===== config.mk =====
export PLATFORM = sky130hd
export DESIGN_NAME = mem_access_unit_flat
export DESIGN_NICKNAME = d
export VERILOG_FILES = /design/src/rtl/mem_access_unit_if.sv /design/src/rtl/mem_access_unit.sv /design/src/flat_wrapper.sv
export SDC_FILE = /design/constraint.sdc
export NUM_CORES = 1
export LEC_CHECK = 0
export BUFFER_PORTS_ARGS = -buffer_cell sky130_fd_sc_hd__clkbuf_2
export CAP_MARGIN = 10
export CORE_UTILIZATION = 53
export CTS_CLUSTER_DIAMETER = 200
export DETAILED_ROUTE_END_ITERATION = 16
export GPL_ROUTABILITY_DRIVEN = 0
export PLACE_DENSITY = 0.93
export SYNTH_ARGS = -nofsm -noshare
export SYNTH_HDL_FRONTEND = slang
export SYNTH_SLANG_ARGS = --single-unit

===== constraint.sdc =====
create_clock -name clk -period 4.5 [get_ports clk]
set_clock_uncertainty 0.1 [all_clocks]
set_input_delay 1.125 -clock clk [delete_from_list [all_inputs] [get_ports clk]]
set_output_delay 1.125 -clock clk [all_outputs]
set_load 0.02 [all_outputs]

===== src/rtl/mem_access_unit_if.sv =====
// Core-side request/response bus of the data-memory access unit.
//   req_valid/req_ready : request handshake (core -> unit)
//   req_write           : 1 = store, 0 = load
//   req_wide            : 1 = 16-bit access, 0 = byte access
//   req_addr            : byte address of the low byte
//   req_wdata           : store data (byte stores use the low byte)
//   rsp_valid           : one-cycle completion pulse (unit -> core)
//   rsp_rdata           : load result, held until the next load completes
// Modports: master = core (requester), slave = access unit.
interface mem_access_unit_if #(
  parameter int unsigned DATA_WIDTH = 8,
  parameter int unsigned ADDR_WIDTH = 8
);
  logic                    req_valid;
  logic                    req_ready;
  logic                    req_write;
  logic                    req_wide;
  logic [ADDR_WIDTH-1:0]   req_addr;
  logic [2*DATA_WIDTH-1:0] req_wdata;
  logic                    rsp_valid;
  logic [2*DATA_WIDTH-1:0] rsp_rdata;

  modport master (
    output req_valid, req_write, req_wide, req_addr, req_wdata,
    input  req_ready, rsp_valid, rsp_rdata
  );

  modport slave (
    input  req_valid, req_write, req_wide, req_addr, req_wdata,
    output req_ready, rsp_valid, rsp_rdata
  );
endinterface


===== src/rtl/mem_access_unit.sv =====
// Requester-side controller for the byte-organised data memory.
// Accepts byte/16-bit loads and stores from the core, sequences the byte
// reads of the 8-bit registered read port, assembles 16-bit load results
// and performs read-modify-write for byte stores so the neighbouring byte
// written by the 2-byte write port is preserved.
// Ports:
//   clk, rst    : clock (rising edge), synchronous active-high reset
//   core        : request/response bus (slave side)
//   mem_we      : memory write enable (only in WR)
//   mem_w_addr  : write address (low byte), 0 outside WR
//   mem_w_data  : write data {hi, lo}, 0 outside WR
//   mem_r_addr  : read address
//   mem_r_data  : registered read data, valid the cycle after mem_r_addr
module mem_access_unit #(
  parameter int unsigned DATA_WIDTH = 8,
  parameter int unsigned ADDR_WIDTH = 8
) (
  input  logic                    clk,
  input  logic                    rst,
  mem_access_unit_if.slave        core,
  output logic                    mem_we,
  output logic [ADDR_WIDTH-1:0]   mem_w_addr,
  output logic [2*DATA_WIDTH-1:0] mem_w_data,
  output logic [ADDR_WIDTH-1:0]   mem_r_addr,
  input  logic [DATA_WIDTH-1:0]   mem_r_data
);

  typedef enum logic [2:0] {
    IDLE,
    RD0,
    RD1,
    RD2,
    WR,
    RESP
  } state_t;

  state_t                  state_q, state_d;
  logic [ADDR_WIDTH-1:0]   addr_q, addr_d;
  logic [2*DATA_WIDTH-1:0] wdata_q, wdata_d;
  logic                    write_q, write_d;
  logic                    wide_q, wide_d;
  // First byte read back: low byte of a wide load, or the preserved high
  // byte of a byte store.
  logic [DATA_WIDTH-1:0]   byte_q, byte_d;
  logic [2*DATA_WIDTH-1:0] rdata_q, rdata_d;

  logic [ADDR_WIDTH-1:0]   addr_inc;
  logic                    accept;

  assign addr_inc       = addr_q + ADDR_WIDTH'(1);
  assign accept         = core.req_valid && (state_q == IDLE);
  assign core.req_ready = (state_q == IDLE);
  assign core.rsp_rdata = rdata_q;

  always_comb begin
    state_d        = state_q;
    addr_d         = addr_q;
    wdata_d        = wdata_q;
    write_d        = write_q;
    wide_d         = wide_q;
    byte_d         = byte_q;
    rdata_d        = rdata_q;
    mem_we         = 1'b0;
    mem_w_addr     = '0;
    mem_w_data     = '0;
    mem_r_addr     = addr_q;
    core.rsp_valid = 1'b0;

    unique case (state_q)
      IDLE: begin
        if (accept) begin
          addr_d  = core.req_addr;
          wdata_d = core.req_wdata;
          write_d = core.req_write;
          wide_d  = core.req_wide;
          // Wide stores need no read; everything else starts reading.
          state_d = (core.req_write && core.req_wide) ? WR : RD0;
        end
      end
      RD0: begin
        // Only byte stores reach RD0 with write set: fetch the neighbour.
        if (write_q) mem_r_addr = addr_inc;
        state_d = RD1;
      end
      RD1: begin
        if (write_q) begin
          byte_d  = mem_r_data;
          state_d = WR;
        end else if (wide_q) begin
          byte_d     = mem_r_data;
          mem_r_addr = addr_inc;
          state_d    = RD2;
        end else begin
          rdata_d                 = '0;
          rdata_d[DATA_WIDTH-1:0] = mem_r_data;
          state_d                 = RESP;
        end
      end
      RD2: begin
        rdata_d = {mem_r_data, byte_q};
        state_d = RESP;
      end
      WR: begin
        mem_we     = 1'b1;
        mem_w_addr = addr_q;
        mem_w_data = wide_q ? wdata_q : {byte_q, wdata_q[DATA_WIDTH-1:0]};
        state_d    = RESP;
      end
      RESP: begin
        core.rsp_valid = 1'b1;
        state_d        = IDLE;
      end
      default: state_d = IDLE;
    endcase
  end

  always_ff @(posedge clk) begin
    if (rst) begin
      state_q <= IDLE;
      addr_q  <= '0;
      wdata_q <= '0;
      write_q <= 1'b0;
      wide_q  <= 1'b0;
      byte_q  <= '0;
      rdata_q <= '0;
    end else begin
      state_q <= state_d;
      addr_q  <= addr_d;
      wdata_q <= wdata_d;
      write_q <= write_d;
      wide_q  <= wide_d;
      byte_q  <= byte_d;
      rdata_q <= rdata_d;
    end
  end

endmodule


===== src/flat_wrapper.sv =====
// flat-port wrapper written by rule: the top's interface ports become plain ports
module mem_access_unit_flat 
#(
  parameter int unsigned DATA_WIDTH = 8,
  parameter int unsigned ADDR_WIDTH = 8
)
  (clk, rst, mem_we, mem_w_addr, mem_w_data, mem_r_addr, mem_r_data, core_req_valid, core_req_write, core_req_wide, core_req_addr, core_req_wdata, core_req_ready, core_rsp_valid, core_rsp_rdata);
  mem_access_unit_if #(.DATA_WIDTH(DATA_WIDTH), .ADDR_WIDTH(ADDR_WIDTH)) core_i ();
  input  logic clk;
  input  logic rst;
  output logic mem_we;
  output logic [ADDR_WIDTH-1:0] mem_w_addr;
  output logic [2*DATA_WIDTH-1:0] mem_w_data;
  output logic [ADDR_WIDTH-1:0] mem_r_addr;
  input  logic [DATA_WIDTH-1:0] mem_r_data;
  input wire logic [$bits(core_i.req_valid)-1:0] core_req_valid;
  input wire logic [$bits(core_i.req_write)-1:0] core_req_write;
  input wire logic [$bits(core_i.req_wide)-1:0] core_req_wide;
  input wire logic [$bits(core_i.req_addr)-1:0] core_req_addr;
  input wire logic [$bits(core_i.req_wdata)-1:0] core_req_wdata;
  output wire logic [$bits(core_i.req_ready)-1:0] core_req_ready;
  output wire logic [$bits(core_i.rsp_valid)-1:0] core_rsp_valid;
  output wire logic [$bits(core_i.rsp_rdata)-1:0] core_rsp_rdata;
  assign core_i.req_valid = core_req_valid;
  assign core_i.req_write = core_req_write;
  assign core_i.req_wide = core_req_wide;
  assign core_i.req_addr = core_req_addr;
  assign core_i.req_wdata = core_req_wdata;
  assign core_req_ready = core_i.req_ready;
  assign core_rsp_valid = core_i.rsp_valid;
  assign core_rsp_rdata = core_i.rsp_rdata;
  mem_access_unit #(.DATA_WIDTH(DATA_WIDTH), .ADDR_WIDTH(ADDR_WIDTH)) u_core (.clk(clk), .rst(rst), .core(core_i), .mem_we(mem_we), .mem_w_addr(mem_w_addr), .mem_w_data(mem_w_data), .mem_r_addr(mem_r_addr), .mem_r_data(mem_r_data));
endmodule

== Yosys cells after proc, flatten, opt, wreduce, memory -nomap -nowiden ==
Cells that the tools add are included.

* Bits of input ports: 37
* Bits in registers: 53
* Memories kept: 0
* ROM bits: 0
* Bits in latches: 0
* Output and inout bits: 51
* Word-level logic and storage cells: 44
* RAM bits: 0

* Mux-type cells: 19
* $add $sub $neg: 1
* Bitwise gates (word level): 0
* Multiply operators: 0
* Order comparisons: 0
* Reductions and logical operators: 9
* Equality and inequality tests: 8
* Shifts and indexed selects: 0
* Divide/modulo/power cells: 0

{| class="wikitable"
|+ Operator list
! kind !! count
|-
| $mux 16 || 4
|-
| $mux 8 || 6
|-
| $pmux 16 s2 || 1
|-
| $pmux 8 s2 || 1
|-
| $mux 3 || 4
|-
| $pmux 3 s4 || 1
|-
| $add 8x1->8 const B || 1
|-
| $eq 3x2->1 const B || 2
|-
| $eq 3x3->1 const B || 2
|-
| $ne 2x2->1 const B || 2
|-
| $reduce_and 2->1 || 2
|-
| $reduce_bool 2->1 || 2
|-
| $eq 3x1->1 const B || 1
|-
| $logic_not 3->1 || 1
|-
| $reduce_and 3->1 || 1
|-
| $logic_and 1x1->1 || 2
|-
| $mux 1 || 2
|-
| $ne 2x1->1 const B || 1
|-
| $reduce_or 2->1 || 1
|}

== Depth between registers and ports, before layout ==
* Depth after elaboration: 4
* Depth in mapped cells: 7
* Gate-level depth less buffers: 4

== Worst setup path after synthesis ==
Ideal clock, no wire load.

* Path type: register to output
* From: register u_core.state_q[0]
* To: output port mem_r_addr[4]
* Buffers on the path: 1
* Cell stages (with the launch flop): 6
* Arrival: 1.427 ns
* Slack: 1.848 ns
* Data required time: 3.275 ns
* Cells stage by stage: dfxtp_1 -> buf_6 -> nand3b_4 -> a21oi_4 -> nand4_1 -> xnor2_1

* Longest elaborated chain between the ends: 2
* Elaborated cells on any way between the ends: 3
* Classes of those cells: eq/ne (2); mux (1)

{| class="wikitable"
|+ Ends and longest elaborated chain
! what !! line !! text
|-
| from (decl) || mem_access_unit.sv:37 || <nowiki>state_t state_q, state_d;</nowiki>
|-
| from (signal assigned) || mem_access_unit.sv:127 || <nowiki>state_q <= state_d;</nowiki>
|-
| $eq 3x2->1 / $eq 3x1->1 (equally long branches) || mem_access_unit.sv:69 || <nowiki>unique case (state_q)</nowiki>
|-
| $pmux 8 s2 (*) || mem_access_unit.sv:69 ||
|-
| to (decl) || flat_wrapper.sv:14 || <nowiki>output logic [ADDR_WIDTH-1:0] mem_r_addr;</nowiki>
|}

Every way passes the cells marked *; elsewhere a longest branch is shown, timed or not.

== Worst setup path after layout ==
* From: register u_core.state_q[0]
* To: output port mem_w_data[13]

* Longest elaborated chain between the ends: 2

{| class="wikitable"
|+ Ends and longest elaborated chain
! what !! line !! text
|-
| $eq 3x3->1 || mem_access_unit.sv:69 ||
|-
| $mux 16 || mem_access_unit.sv:69 ||
|-
| to (decl) || flat_wrapper.sv:13 || <nowiki>output logic [2*DATA_WIDTH-1:0] mem_w_data;</nowiki>
|}

Every way passes these cells.

==> reports/qor.yml <==
area_growth_syn_to_layout_pct: 20.4
wirelength_met1_um: 2450
hold_end: "u_core.wdata_q[4]$_SDFFE_PP0P_"
die_x_um: 70.2
grtUsageTotal: 0.230
ant_nets: 0
tightest_slew_ns: 1.12
grt_pass1_vias: 1992
portBuffers: 87
seqPwrFrac: 0.500
critPathKind: "reg -> out"
fp.dieH_um: 70.2
leakage_nw: 1.33
timing.rr.start: "u_core.wide_q$_SDFFE_PP0P_"
wl_met3_um: 303
layout_commonest_cell: "clkbuf_2"
total_power_mw: 1.12
holdCritPathClass: "reg -> reg"
cts_buffers: 5
slew_headroom: 0.253
yosysWarnings: 0
drv_cap: 0
post-route-period-util: 0.796
synth_cells: 293
drtPass1Iterations: 4
powerDensity_mw_per_mm2: 378
fin_util: 0.672
synth_area_mm2: 0.00246
cp-end-kind: "output pin"
top_layer_used: "met4"
ys_seq_elements: 53
core_mm2: 0.00441
drt_wl_total_um: 5460
ff2ff_setup_slack_ns: 2.06
hold_depth: 2
synth_nets: 331
synth_top_area_share: 0.430
synth_top_area_cell: "dfxtp_1"
rows: 24
vias_per_cell: 5.30
clockBufferDepth: 2
maxSlewViolCount: 0
reg2reg_depth: 4
ys.flop_type: "dfxtp_1"
cts_root_buf: "clkbuf_8"
ctsHoldBuffers: 0
grt_start_max_net_pins: 53
dp.cells: 411
p_sw_mw: 0.341
fin_setup_tns_ns: 0
die_area_mm2: 0.00493
p_sw_frac: 0.305
yosys-top-cells-area: "dfxtp_1 (43%), mux2i_1 (9.7%), nand2_1 (9.0%), nor2_1 (5.5%), a21oi_1 (5.3%)"
layout_common_cells: "clkbuf_2 (87), nand2_1 (59), dfxtp_1 (53)"
rsz0062_at_grt: "false"
drc: 0
insertion_delay_ns: 0.30
start_util: 0.558
cts-resized-gates: 0
r2r-end: "u_core.byte_q[1]$_SDFFE_PP0P_"
hpwlAfterDp_um: 3920
min_period_ns: 3.58
clkSinkCount: 53
fmax_ghz: 0.279
ys_types: 37
fin_cells: 419
start_kind: "flop"
pwr-share-clk: 0.292
worstPathMaxFanout: 22
post_drt_wl_per_cell_um: 13.0
htreeDepth: 2
synthArstFlopShare: 0
p_int_mw: 0.779
postSynthAreaPerCell_um2: 8.41
postCtsSetupRepairBufs: 0
required_ns: 3.27
setup_violations: 0
via_count: 2219
cts.reportedPaths.clkPinSlew_ns: 0.09
status: "finished clean"
finalHoldViolCount: 0
grt_overflow: 0
drtIter0Drc: 84
grt_pass1_wl_um: 9250
min_from: "u_core.wdata_q[4]$_SDFFE_PP0P_"
met2_wirelength_um: 2680
final_layout_size_suffix_gt1_frac: 0.278
antenna_cells: 0
fin_nets: 404
worstPathArrival_ns: 2.36
power_frac_comb: 0.208
boundaryPins: 88
cts_tree: "built"
antenna_found_initial: 0
peakVddDrop_uv: 244
ys_seq_area_frac: 0.430
synth_edf_count: 0
==> critical path: stages, from the launching register on <==
cell and delay (ns):
dfxtp_1 0.66, nor2_2 0.62, nand2_1 0.37, nor2_1 0.22, clkbuf_2 0.19
==> state kept, by name, indices dropped and copies added, names as in the netlist <==
name and flops:
u_core.byte_q 8, u_core.core.rsp_rdata 16, u_core.state_q 3, u_core.addr_q 8
u_core.wide_q 1, u_core.wdata_q 16, u_core.write_q 1
==> worst max-delay path by stage <==
stage | startpoint | endpoint | slack, ns
after floorplan | u_core.state_q[0]$_SDFFE_PP0P_ | mem_r_addr[4] | 1.85
after global placement | u_core.state_q[0]$_SDFFE_PP0P_ | mem_w_data[10] | 1.35
after detailed placement | u_core.state_q[0]$_SDFFE_PP0P_ | mem_w_data[13] | 1.25
after CTS | u_core.state_q[0]$_SDFFE_PP0P_ | mem_w_data[13] | 0.90
after global routing | u_core.state_q[0]$_SDFFE_PP0P_ | mem_w_data[8] | 0.70
final | u_core.state_q[0]$_SDFFE_PP0P_ | mem_w_data[13] | 0.92
==> Yosys cell counts, types with 4 or more instances <==
| library cell | count |
|---|---|
| a211oi_1 | 9 |
| a21oi_1 | 26 |
| a22oi_1 | 8 |
| and3_1 | 18 |
| buf_2 | 4 |
| buf_4 | 6 |
| clkbuf_1 | 9 |
| dfxtp_1 | 53 |
| mux2i_1 | 24 |
| nand2_1 | 59 |
| nand4_1 | 4 |
| nor2_1 | 36 |
| xnor2_1 | 6 |
==> final cells by class <==
| class | instances | area [µm²] |
|---|---|---|
| Sequential cell | 53 | 1060 |
| Tap cell | 52 | 65.1 |
| Inverter | 3 | 11.3 |
| Clock buffer | 7 | 86.3 |
| Timing Repair Buffer | 87 | 435 |
| Clock inverter | 1 | 30.0 |
| Multi-Input combinational cell | 216 | 1280 |
| Fill cell | 382 | 1450 |
==> cells by family after synthesis <==
logic type / share of synthesized area
AOI/OAI and AO/OA: 0.134
buffers and inverters: 0.0508
adders and majority gates: 0.00508
xor gates and xnor gates: 0.0284
and+or+nand+nor: 0.254
DFF: 0.430
muxes: 0.0975
==> metal layers <==
layer	global-route usage	vias to the layer above
li1	-	1141
met1	0.309	1003
met5	0	-
met4	0.0400	0
met3	0.0563	4
met2	0.382	71
==> stage by stage <==
stage / worst slack [ns] / instance area (µm²) / hold slack [ns]
2_1_floorplan: 1.85 / 2460 / 0.332
3_3_place_gp: 1.35 / 2850 / 0.338
3_5_place_dp: 1.25 / 2850 / 0.344
4_1_cts: 0.899 / 2970 / 0.357
5_1_grt: 0.697 / 2970 / 0.378
6_report: 0.917 / 2970 / 0.351
==> power by group through the flow <==
| stage | combinational [mW] | clock, mW | sequential (mW) |
|---|---|---|---|
| floorplan | 0.191 | 0 | 0.551 |
| global placement | 0.228 | 0 | 0.567 |
| detailed placement | 0.233 | 0 | 0.571 |
| CTS | 0.234 | 0.335 | 0.560 |
| global route | 0.260 | 0.356 | 0.569 |
| finish | 0.233 | 0.328 | 0.560 |
No activity file was read; power rests on OpenSTA's default activity.
